### src/rtl/program_counter_ras.sv
// Fetch-head program counter with a circular return-address stack.
// Supports hold/step/jump/branch/call/return, stall and sync active-low reset.
module program_counter_ras #(
  parameter int WIDTH = 32,
  parameter int STEP = 4,
  parameter int OFFSET_SHIFT = 2,
  parameter int RAS_DEPTH = 8,
  parameter logic [WIDTH-1:0] RESET_VECTOR = '0
) (
  input  logic clock,
  input  logic reset,
  input  logic stall,
  input  logic [2:0] PS,
  input  logic [WIDTH-1:0] in,
  output logic [WIDTH-1:0] PC,
  output logic [$clog2(RAS_DEPTH+1)-1:0] ras_count,
  output logic ras_overflow,
  output logic ras_underflow
);

  localparam int CW = $clog2(RAS_DEPTH+1);
  localparam int PW = $clog2(RAS_DEPTH);
  localparam logic [CW-1:0] FULL = CW'(RAS_DEPTH);
  localparam logic [PW-1:0] LAST = PW'(RAS_DEPTH-1);

  logic [WIDTH-1:0] stack [RAS_DEPTH];
  logic [WIDTH-1:0] pc_q, pc_d;
  logic [WIDTH-1:0] pc4, rel;
  logic [PW-1:0] top_q, top_d;
  logic [PW-1:0] top_inc, top_dec;
  logic [CW-1:0] cnt_q, cnt_d;
  logic ovf_q, ovf_d;
  logic unf_q, unf_d;
  logic push;

  always_comb begin
    pc4 = pc_q + WIDTH'(STEP);
    rel = pc4 + (in << OFFSET_SHIFT);
    top_inc = (top_q == LAST) ? '0 : top_q + PW'(1);
    top_dec = (top_q == '0) ? LAST : top_q - PW'(1);
  end

  always_comb begin
    pc_d = pc_q;
    top_d = top_q;
    cnt_d = cnt_q;
    push = 1'b0;
    ovf_d = 1'b0;
    unf_d = 1'b0;
    if (!stall) begin
      unique case (PS)
        3'b001: pc_d = pc4;
        3'b010: pc_d = in;
        3'b011: pc_d = rel;
        3'b100: begin
          push = 1'b1;
          pc_d = in;
        end
        3'b101: begin
          push = 1'b1;
          pc_d = rel;
        end
        3'b110: begin
          if (cnt_q != '0) begin
            pc_d = stack[top_q];
            top_d = top_dec;
            cnt_d = cnt_q - CW'(1);
          end else begin
            pc_d = pc4;
            unf_d = 1'b1;
          end
        end
        default: pc_d = pc_q;
      endcase
    end
    // A full stack overwrites its oldest slot, which is the one after top.
    if (push) begin
      top_d = top_inc;
      if (cnt_q == FULL) ovf_d = 1'b1;
      else cnt_d = cnt_q + CW'(1);
    end
  end

  always_ff @(posedge clock) begin
    if (!reset) begin
      pc_q <= RESET_VECTOR;
      top_q <= '0;
      cnt_q <= '0;
      ovf_q <= 1'b0;
      unf_q <= 1'b0;
    end else begin
      pc_q <= pc_d;
      top_q <= top_d;
      cnt_q <= cnt_d;
      ovf_q <= ovf_d;
      unf_q <= unf_d;
    end
  end

  always_ff @(posedge clock) begin
    if (reset && push) stack[top_inc] <= pc4;
  end

  assign PC = pc_q;
  assign ras_count = cnt_q;
  assign ras_overflow = ovf_q;
  assign ras_underflow = unf_q;

endmodule

### config.mk
export PLATFORM = sky130hd
export DESIGN_NAME = program_counter_ras
export DESIGN_NICKNAME = d
export VERILOG_FILES = /design/src/rtl/program_counter_ras.sv
export SDC_FILE = /design/constraint.sdc
export NUM_CORES = 1
export LEC_CHECK = 0
export BUFFER_PORTS_ARGS = -buffer_cell sky130_fd_sc_hd__buf_2
export CAP_MARGIN = 5
export CORE_MARGIN = 3
export CORE_UTILIZATION = 30
export DETAILED_ROUTE_END_ITERATION = 10
export PLACE_DENSITY = 0.45
export SETUP_SLACK_MARGIN = 0.05
export SYNTH_ARGS = -nofsm -noshare
export SYNTH_HDL_FRONTEND = slang
export SYNTH_SLANG_ARGS = --single-unit
### constraint.sdc
create_clock -name clock -period 6.7 [get_ports clock]
set_input_delay 1.34 -clock clock [delete_from_list [all_inputs] [get_ports clock]]
set_output_delay 1.34 -clock clock [all_outputs]
set_load 0.01 [all_outputs]
# Yosys cells after proc, flatten, opt, wreduce, memory -nomap -nowiden
# Memory sizes are Yosys's and may differ from the RTL's. A register that Yosys moved wholly into a read port is not among the register bits.
# Index checks and enable logic that the tools add are counted.
dict set report word_totals {
  input_bits 38
  ram_bits 256
  n_memories 1
  ff_bits 41
  elab_cells 58
}
dict set report classes {
  mux 21
  bitwise_logic 3
  n_reduce_logical 13
  addsub 6
  n_eq_ne 9
}
# name words word_bits rd rd_clocked_by_memory_dff wr line
set memory_table {}
lappend memory_table {stack 8 32 1 1 1 26} ;# logic [WIDTH-1:0] stack [RAS_DEPTH];
# op n
set op_table {}
lappend op_table {{$pmux 32 s4} 1}
lappend op_table {{$add 32x3->32 const B} 1}
lappend op_table {{$add 32x32->32} 1}
lappend op_table {{$mux 32} 1}
lappend op_table {{$mux 3} 8}
lappend op_table {{$mux 4} 5}
lappend op_table {{$eq 3x3->1 const B} 4}
lappend op_table {{$reduce_bool 4->1} 2}
lappend op_table {{$eq 3x2->1 const B} 2}
lappend op_table {{$mux 1} 6}
lappend op_table {{$reduce_or 2->1} 3}
lappend op_table {{$add 4x1->4 const B} 1}
lappend op_table {{$eq 4x4->1 const B} 1}
lappend op_table {{$reduce_and 2->1} 2}
lappend op_table {{$reduce_bool 2->1} 2}
lappend op_table {{$sub 4x1->4 const B} 1}
lappend op_table {{$add 3x1->3 const B} 1}
lappend op_table {{$eq 3x1->1 const B} 1}
lappend op_table {{$logic_not 3->1} 1}
lappend op_table {{$not 1->1} 3}
lappend op_table {{$reduce_and 3->1} 1}
lappend op_table {{$reduce_or 3->1} 1}
lappend op_table {{$sub 3x1->3 const B} 1}
lappend op_table {{$ne 2x1->1 const B} 1}
lappend op_table {{$logic_and 1x1->1} 1}

# Logic depth before layout (Yosys ltp)
# Gate-level depths: netlist of the first run.
dict set report logic_depth {
  depth_word 8
  mapped_depth 16
}

# Least setup slack after synthesis of the first run
# OpenSTA, ideal clock, no wires.
dict set report synth_path {
  path_type {input to register}
  startpoint {input PS[1]}
  endpoint {memory stack[0][0] (enable)}
  path_stages 7
  slack_ns 1.287
  path_buffers 3
  setup_ns 0.461
  arrival_time_ns 4.952
  path_cell_list {clkbuf_1 -> clkbuf_1 -> nor3b_1 -> clkbuf_1 -> nand2_1 -> or2_2 -> nor3_1}
}
dict set report synth_via {
  elab_chain_len 7
  word_cells_on_any_way 8
}
# item line
set synth_rtl {}
lappend synth_rtl {{from (decl)} 13} ;# input logic [2:0] PS,
lappend synth_rtl {{$eq 3x3->1} 51} ;# unique case (PS)
lappend synth_rtl {{$reduce_or 2->1 (no source line) *} -}
lappend synth_rtl {{$mux 1 *} 51}
lappend synth_rtl {{$mux 1 *} 50} ;# if (!stall) begin
lappend synth_rtl {{$logic_and 1x1->1 *} 101} ;# if (reset && push) stack[top_inc] <= pc4;
lappend synth_rtl {{$mux 1 *} 101}
lappend synth_rtl {{$mux 1 (not written as such) *} 101}
lappend synth_rtl {{to (decl)} 26}
# Mark *: on every way between the ends. The rest lies on a longest branch, timed or not.

# Final worst setup path of the first run
dict set report layout_path {
  startpoint {register pc_q[2] (netlist: PC[2])}
  endpoint {register pc_q[29] (netlist: PC[29])}
}
dict set report layout_via {
  elab_chain_len 3
  word_cells_on_any_way 4
}
# item line
set layout_rtl {}
lappend layout_rtl {{from (decl)} 27} ;# logic [WIDTH-1:0] pc_q, pc_d;
lappend layout_rtl {{from (signal assigned)} 92} ;# pc_q <= pc_d;
lappend layout_rtl {{$add 32x3->32} 37} ;# pc4 = pc_q + WIDTH'(STEP);
lappend layout_rtl {{net pc4[24]} 28} ;# logic [WIDTH-1:0] pc4, rel;
lappend layout_rtl {{$add 32x32->32} 38} ;# rel = pc4 + (in << OFFSET_SHIFT);
lappend layout_rtl {{$pmux 32 s4} 51}
# The timed path passes the listed nets, and every way through them passes these cells.
# A chain may end at the register's enable or synchronous reset.

==> metrics.yaml, run 1 <==
p_int_mw: 3.274
cellPowerDensity_mw_per_mm2: 269.3
yosysWarnings: 0
synth.distinct_cells: 74
timing.fmax_ghz: 0.2130
grt_use_met3_pct: 2.884
drv_slew: 0
max_slew_margin_pct: 27.64
clkTransAtPathRegs_ns: 0.06
synthFlopType: "edfxtp_1"
die_y_um: 224.4
combPwrFrac_pct: 12.8
clkPwrFrac_pct: 39.1
async_flop_share_pct: 0
fin_area_mm2: 0.01648
drtAntennaViolNets: 0
synth_edf_count: 256
post-route-drc-count: 0
dp_hpwl_mm: 27.12
cp-end-kind: "flip-flop"
synth_fp_nets: 1115
syn_inst: 1034
gr-usage-met2_pct: 26.11
tritoncts: "built"
post_dp_cell_area_mm2: 0.01546
critical_path_required_ns: 7.10
synth_top_area_share_pct: 53.71
antenna_found_initial: 0
tns_ns: 0
die-area_mm2: 0.05037
rsz0062_at_grt: "no"
final.min_clock_period_ns: 4.696
register_area_mm2: 0.008577
crit_arrival_ns: 5.10
top_usage_layer: "met2"
drtIter0Drc: 731
area_delta_synth_final_pct: 15.14
grt_pass1_wl_mm: 61.60
drive_gt1_share_pct: 20.67
yosys-top-cells-area: "edfxtp_1 (54%), mux4_2 (9.0%), dfxtp_1 (6.2%)"
cts_buffers: 35
die_width_um: 224.4
num-nets-final: 1197
start_util_pct: 30.55
leakagePower_nw: 5.619
path_max_fanout: 10
yosysTopAreaCell: "edfxtp_1"
coreArea_mm2: 0.04685
setup_viol_count_final: 0
use_met1_pct: 23.43
crit_path_start_kind: "flip-flop"
post_cts_resized: 0
fin_crit_sh_pct: 70.08
multiInputGateArea_mm2: 0.005490
fillers: 4605
ir_drop_uv: 141.3
switching_power_mw: 1.165
portBuffers: 75
cts.sink_count: 300
wl_mm: 41.54
worst_pin_slew_ns: 1.083
clockBufferDepth: 3
clock_skew_ns: 0.02861
status: "finished clean"
maxCapViolations: 0
post_cts_buffers: 0
ys_ff_latch: 300
antennaDiodeCount: 0
grt-ovfl-total: 0
vias: 9184
h-tree-depth: 2
cts_hold_buf: 0
grt_max_degree: 44
switching_share_pct: 26.25
ioPinCount: 76
rows: 79
syn_area_mm2: 0.01431
place.gp.congestion: 0.8385
detail_route.wl_per_cell_um: 23.75
yosysSeqAreaShare_pct: 59.86
critical_path_class: "reg -> reg"
clockRootBuffer: "clkbuf_16"
pwr-share-seq_pct: 48.1
syn_avg_cell_area_um2: 13.84
clkLatencyLatePin_ns: 0.55
viasPerCell: 5.251
grt_pass1_vias: 9399
first_pass_iters: 5
hold_path_class: "reg -> reg"
track_usage_pct: 16.50
hold_viol: 0
## flip-flops by register name, summed over array words and instances (netlist names), named ones only
register       cells
top_q              3
stack            256
ras_count          4
ras_underflow      1
PC                32
ras_overflow       1
## metrics by stage
step / hold slack, ns / power, mW / util [%] / worst slack, ns / instances
final: 0.5735 / 4.439 / 35.18 / 2.004 / 1749
after global routing: 0.5988 / 4.633 / 35.18 / 1.569 / 1749
after CTS: 0.5668 / 4.495 / 35.18 / 1.962 / 1749
after detailed placement: 0.5574 / 2.742 / 33.00 / 1.992 / 1686
after global placement: 0.5540 / 2.742 / 33.00 / 2.140 / 1686
after floorplan: 0.5288 / 2.540 / - / 1.287 / 1034
## final timing paths
kind / to / slack, ns / cells after the start / start
max: PC[29]$_SDFFE_PN0P_ / 2.00 / 15 / PC[2]$_SDFFE_PN0P_
min: ras_count[1]$_SDFF_PN0_ / 0.57 / 2 / ras_count[1]$_SDFF_PN0_
max reg2reg: PC[29]$_SDFFE_PN0P_ / 2.00 / 15 / PC[2]$_SDFFE_PN0P_
min reg2reg: ras_count[1]$_SDFF_PN0_ / 0.57 / 2 / ras_count[1]$_SDFF_PN0_
## routing by layer
metal  share of wire (%)  vias to the layer above  routed length [µm]
met2                  46                      205               19230
met1                  47                     4712               19640
met3                 4.5                       48                1885
li1                    -                     4219                   -
met5                   0                        -                   0
met4                 1.9                        0                 785
## worst max-delay path: stages (launching register included)
cell	delay [ns]
dfxtp_1	0.47
ha_1	0.23
nand3_1	0.25
nor3_2	0.43
nand4_1	0.24
nor2_1	0.28
nand2_1	0.11
xnor2_1	0.62
ha_1	0.39
a21oi_1	0.13
o21ai_1	0.13
a21o_1	0.20
a21o_1	0.17
a221oi_1	0.37
nor2b_1	0.08
or4b_1	0.46
## power groups by stage
stage               logic [mW]  registers (mW)  clock network, mW
floorplan                0.382            2.16                  0
global placement         0.570            2.17                  0
detailed placement       0.568            2.17                  0
CTS                      0.570            2.13               1.79
global route             0.626            2.14               1.87
finish                   0.567            2.13               1.74
## kinds of logic after synthesis
logic type               synth area share [%]
AND/OR/NAND/NOR                         7.448
adder cells (fa/ha/maj)                 4.301
buffers and inverters                   2.299
AO/OA/AOI/OAI                           10.87
multiplexers                            12.05
flip-flops                              59.86
XOR/XNOR                                3.173
## synth_stat cells, drive strengths merged, types with 14 or more instances
cell type / n
edfxtp: 256
a21oi: 75
o21ai: 72
mux4: 57
nor2: 57
nand2: 54
dfxtp: 44
ha: 42
mux2i: 35
clkbuf: 30
inv: 29
xnor2: 28
nand3: 23
xor2: 23
buf: 20
a221oi: 19
and3: 15
nor3: 14
## layout by cell type, fill, tap and decap left out, types with 6 or more instances in the layout
cell,count
a21o_1,10
a21oi_1,74
a221oi_1,19
a31oi_1,9
and3_1,14
buf_2,75
buf_4,20
clkbuf_1,12
clkbuf_16,35
dfxtp_1,41
edfxtp_1,256
ha_1,42
inv_1,29
maj3_1,7
mux2_2,8
mux2i_1,35
mux4_2,57
nand2_1,53
nand3_1,22
nand4_1,11
nor2_1,51
nor2_4,6
nor2b_1,7
nor3_1,9
o211ai_1,8
o21a_1,10
o21ai_0,68
o221ai_1,8
xnor2_1,28
xor2_1,22
## cell type report
class | count | area share (%)
clock buffer | 48 | 5.671
inverter | 29 | 0.6605
clock inverter | 15 | 0.5162
timing repair buffer | 95 | 3.189
sequential | 300 | 52.04
tap | 607 | 4.608
multi-input combinational | 655 | 33.31
(Power assumes the default switching activity.)
==> run 2, diff against run 1 <==
--- a/config.mk
+++ b/config.mk
@@ -10,7 +10,7 @@
 export CORE_MARGIN = 3
 export CORE_UTILIZATION = 30
 export DETAILED_ROUTE_END_ITERATION = 10
-export PLACE_DENSITY = 0.45
+export PLACE_DENSITY = 0.47
 export SETUP_SLACK_MARGIN = 0.05
 export SYNTH_ARGS = -nofsm -noshare
 export SYNTH_HDL_FRONTEND = slang
==> constraint.sdc (replaced) <==
create_clock -name clock -period 3.8 [get_ports clock]
set_input_delay 0.76 -clock clock [delete_from_list [all_inputs] [get_ports clock]]
set_output_delay 0.76 -clock clock [all_outputs]
set_load 0.01 [all_outputs]
==> run 2 against run 1 <==
Compared with the run above:
- via count rose by 3.5%
- core utilization rose by 1.8 points
- final area rose by 5.1%
- setup slack got worse by 1.7 ns
- sequential power rose by 76%
- sequential share of layout area fell by 2.5 points
- clock skew fell by 0.016 ns
- register-to-register slack got worse by 1.7 ns
- hold slack improved by 0.0029 ns
- critical path depth fell by 1
- clock power rose by 97%
- combinational power rose by 99%
- largest cell class unchanged
- largest power group unchanged
==> metrics.yaml, run 2 (synthesis results as in run 1) <==
area_delta_synth_final_pct: 21.00
worst_pin_slew_ns: 0.8883
vias: 9503
cp-end-kind: "flip-flop"
grt_max_degree: 36
crit_path_start_kind: "flip-flop"
hold_viol: 0
drtAntennaViolNets: 0
clockRootBuffer: "clkbuf_16"
clkPwrFrac_pct: 41.3
grt-ovfl-total: 0
rsz0062_at_grt: "no"
start_util_pct: 30.55
setup_viol_count_final: 0
critPathLaunch: "PC[2]$_SDFFE_PN0P_"
cts_buffers: 36
first_pass_iters: 5
viasPerCell: 5.204
tritoncts: "built"
status: "finished clean"
final_cell_count_no_fill: 1826
switching_share_pct: 25.11
crit_arrival_ns: 3.98
cts_hold_buf: 0
final_cell_mix: "edfxtp_1 (256), buf_4 (90), buf_2 (75)"
path_depth: 14
num-nets-final: 1271
antenna_found_initial: 0
final.min_clock_period_ns: 3.530
p_int_mw: 6.213
clkTransAtPathRegs_ns: 0.06
cpLargestDelayFamily: "simple AND/OR/NAND/NOR gates"
combPwrFrac_pct: 13.7
switching_power_mw: 2.083
maxCapViolations: 0
clockBufferDepth: 3
r2r-start: "PC[2]$_SDFFE_PN0P_"
pwr-share-seq_pct: 45.0
track_usage_pct: 16.64
ir_drop_uv: 230.7
dp_slack_ns: 0.07497
post_dp_cell_area_mm2: 0.01603
critical_path_class: "reg -> reg"
final_common_cell: "edfxtp_1"
cellPowerDensity_mw_per_mm2: 479.0
wl_mm: 41.72
drtIter0Drc: 556
setup_slack_ns: 0.2700
crit_buf_inv: 2
h-tree-depth: 2
post-route-drc-count: 0
timing.fmax_ghz: 0.2833
place.gp.congestion: 0.8830
coreArea_mm2: 0.04685
die_width_um: 224.4
ioPinCount: 76
dp_hpwl_mm: 28.14
ff2ff_setup_slack_ns: 0.27
endpoint: "PC[28]$_SDFFE_PN0P_"
final_core_util_pct: 36.97
crit_chain: "buf_4 > nand4_1 > nand4bb_4 > nor2_2 > nand2_1 > xnor2_1 > ha_1 > nand2_1 > or3_1 > o31ai_1 > buf_4 > nand4_1 > a2111o_1 > o211ai_1"
grt_pass1_vias: 9726
leakagePower_nw: 6.136
cpPeakStageDelay_ns: 0.41
max_slew_margin_pct: 40.78
placed_cells: 1757
detail_route.wl_per_cell_um: 22.85
critical_path_required_ns: 4.25
r2r-end: "PC[28]$_SDFFE_PN0P_"
top_register: "stack"
fin_crit_sh_pct: 92.90
grt_pass1_wl_mm: 62.87
die_y_um: 224.4
rows: 79
slowest_stage: "nand4bb_4"
clock_skew_ns: 0.01286
cts.sink_count: 300
rr_worst_depth: 14
path_max_fanout: 6
fin_area_mm2: 0.01732
clkLatencyLatePin_ns: 0.52
drv_slew: 0
largest_register_ffs: 256
drive_gt1_share_pct: 26.68
portBuffers: 75
die-area_mm2: 0.05037
hold_path_class: "in -> reg"
hold_slack_ns: 0.5764
## run 2: what timing repair did
action / in CTS / in global routing
endpoints found under the hold margin: 0 / 0
gates resized for setup: 0 / 14
setup endpoints to repair: 0 / 14
buffers inserted: 0 / 2
## run 2: per-stage QoR
stage / TNS (ns) / total power [mW]
floorplan: -16.73 / 4.479
global placement: 0 / 4.927
detailed placement: 0 / 4.928
CTS: 0 / 8.386
global route: 0 / 8.646
finish: 0 / 8.296
## run 2: worst min-delay path by stage
stage / start / end / cells past startpoint
after global placement: ras_count[1]$_SDFF_PN0_ / ras_count[1]$_SDFF_PN0_ / 2
after global routing: reset / ras_count[2]$_SDFF_PN0_ / 2
after floorplan: PC[0]$_SDFFE_PN0P_ / stack[0][0]$_DFFE_PP_ / 0
after CTS: reset / ras_count[1]$_SDFF_PN0_ / 3
final: reset / ras_count[1]$_SDFF_PN0_ / 3
after detailed placement: ras_count[1]$_SDFF_PN0_ / ras_count[1]$_SDFF_PN0_ / 2
## run 2: power by group through the flow
stage	logic [mW]	clock network, mW	registers, mW
2_1_floorplan	0.674	0	3.81
3_3_place_gp	1.12	0	3.81
3_5_place_dp	1.12	0	3.81
4_1_cts	1.13	3.52	3.74
5_1_grt	1.24	3.66	3.74
6_report	1.13	3.43	3.74
## run 2: per-layer routing
metal  GRT usage [%]  up-vias  part of all wire, %
li1                -     4370                    -
met1           23.62     4824                   47
met4           3.916        0                  1.9
met2           26.72      249                   46
met3           2.976       60                  5.1
met5               0        -                    0
## run 2: area by class of cell
cell class              instances  area [µm²]
fillers                      4531       29530
flip-flops and latches        300        8574
multi-input cells             655        5587
repair buffers                168        1111
clock buffers                  49       980.9
well taps                     607       759.5
clock inverters                17       195.2
inverters                      29       108.9
diodes                          1       2.502
## run 2: worst reg2reg max path, delay by kind of cell, from the launching register on
family	cells	cell delay, ns
AOI/OAI and AO/OA	3	0.72
and+or+nand+nor	7	1.60
xor gates and xnor gates	1	0.15
buffers and inverters	2	0.31
adders and majority gates	1	0.37
DFF	1	0.33
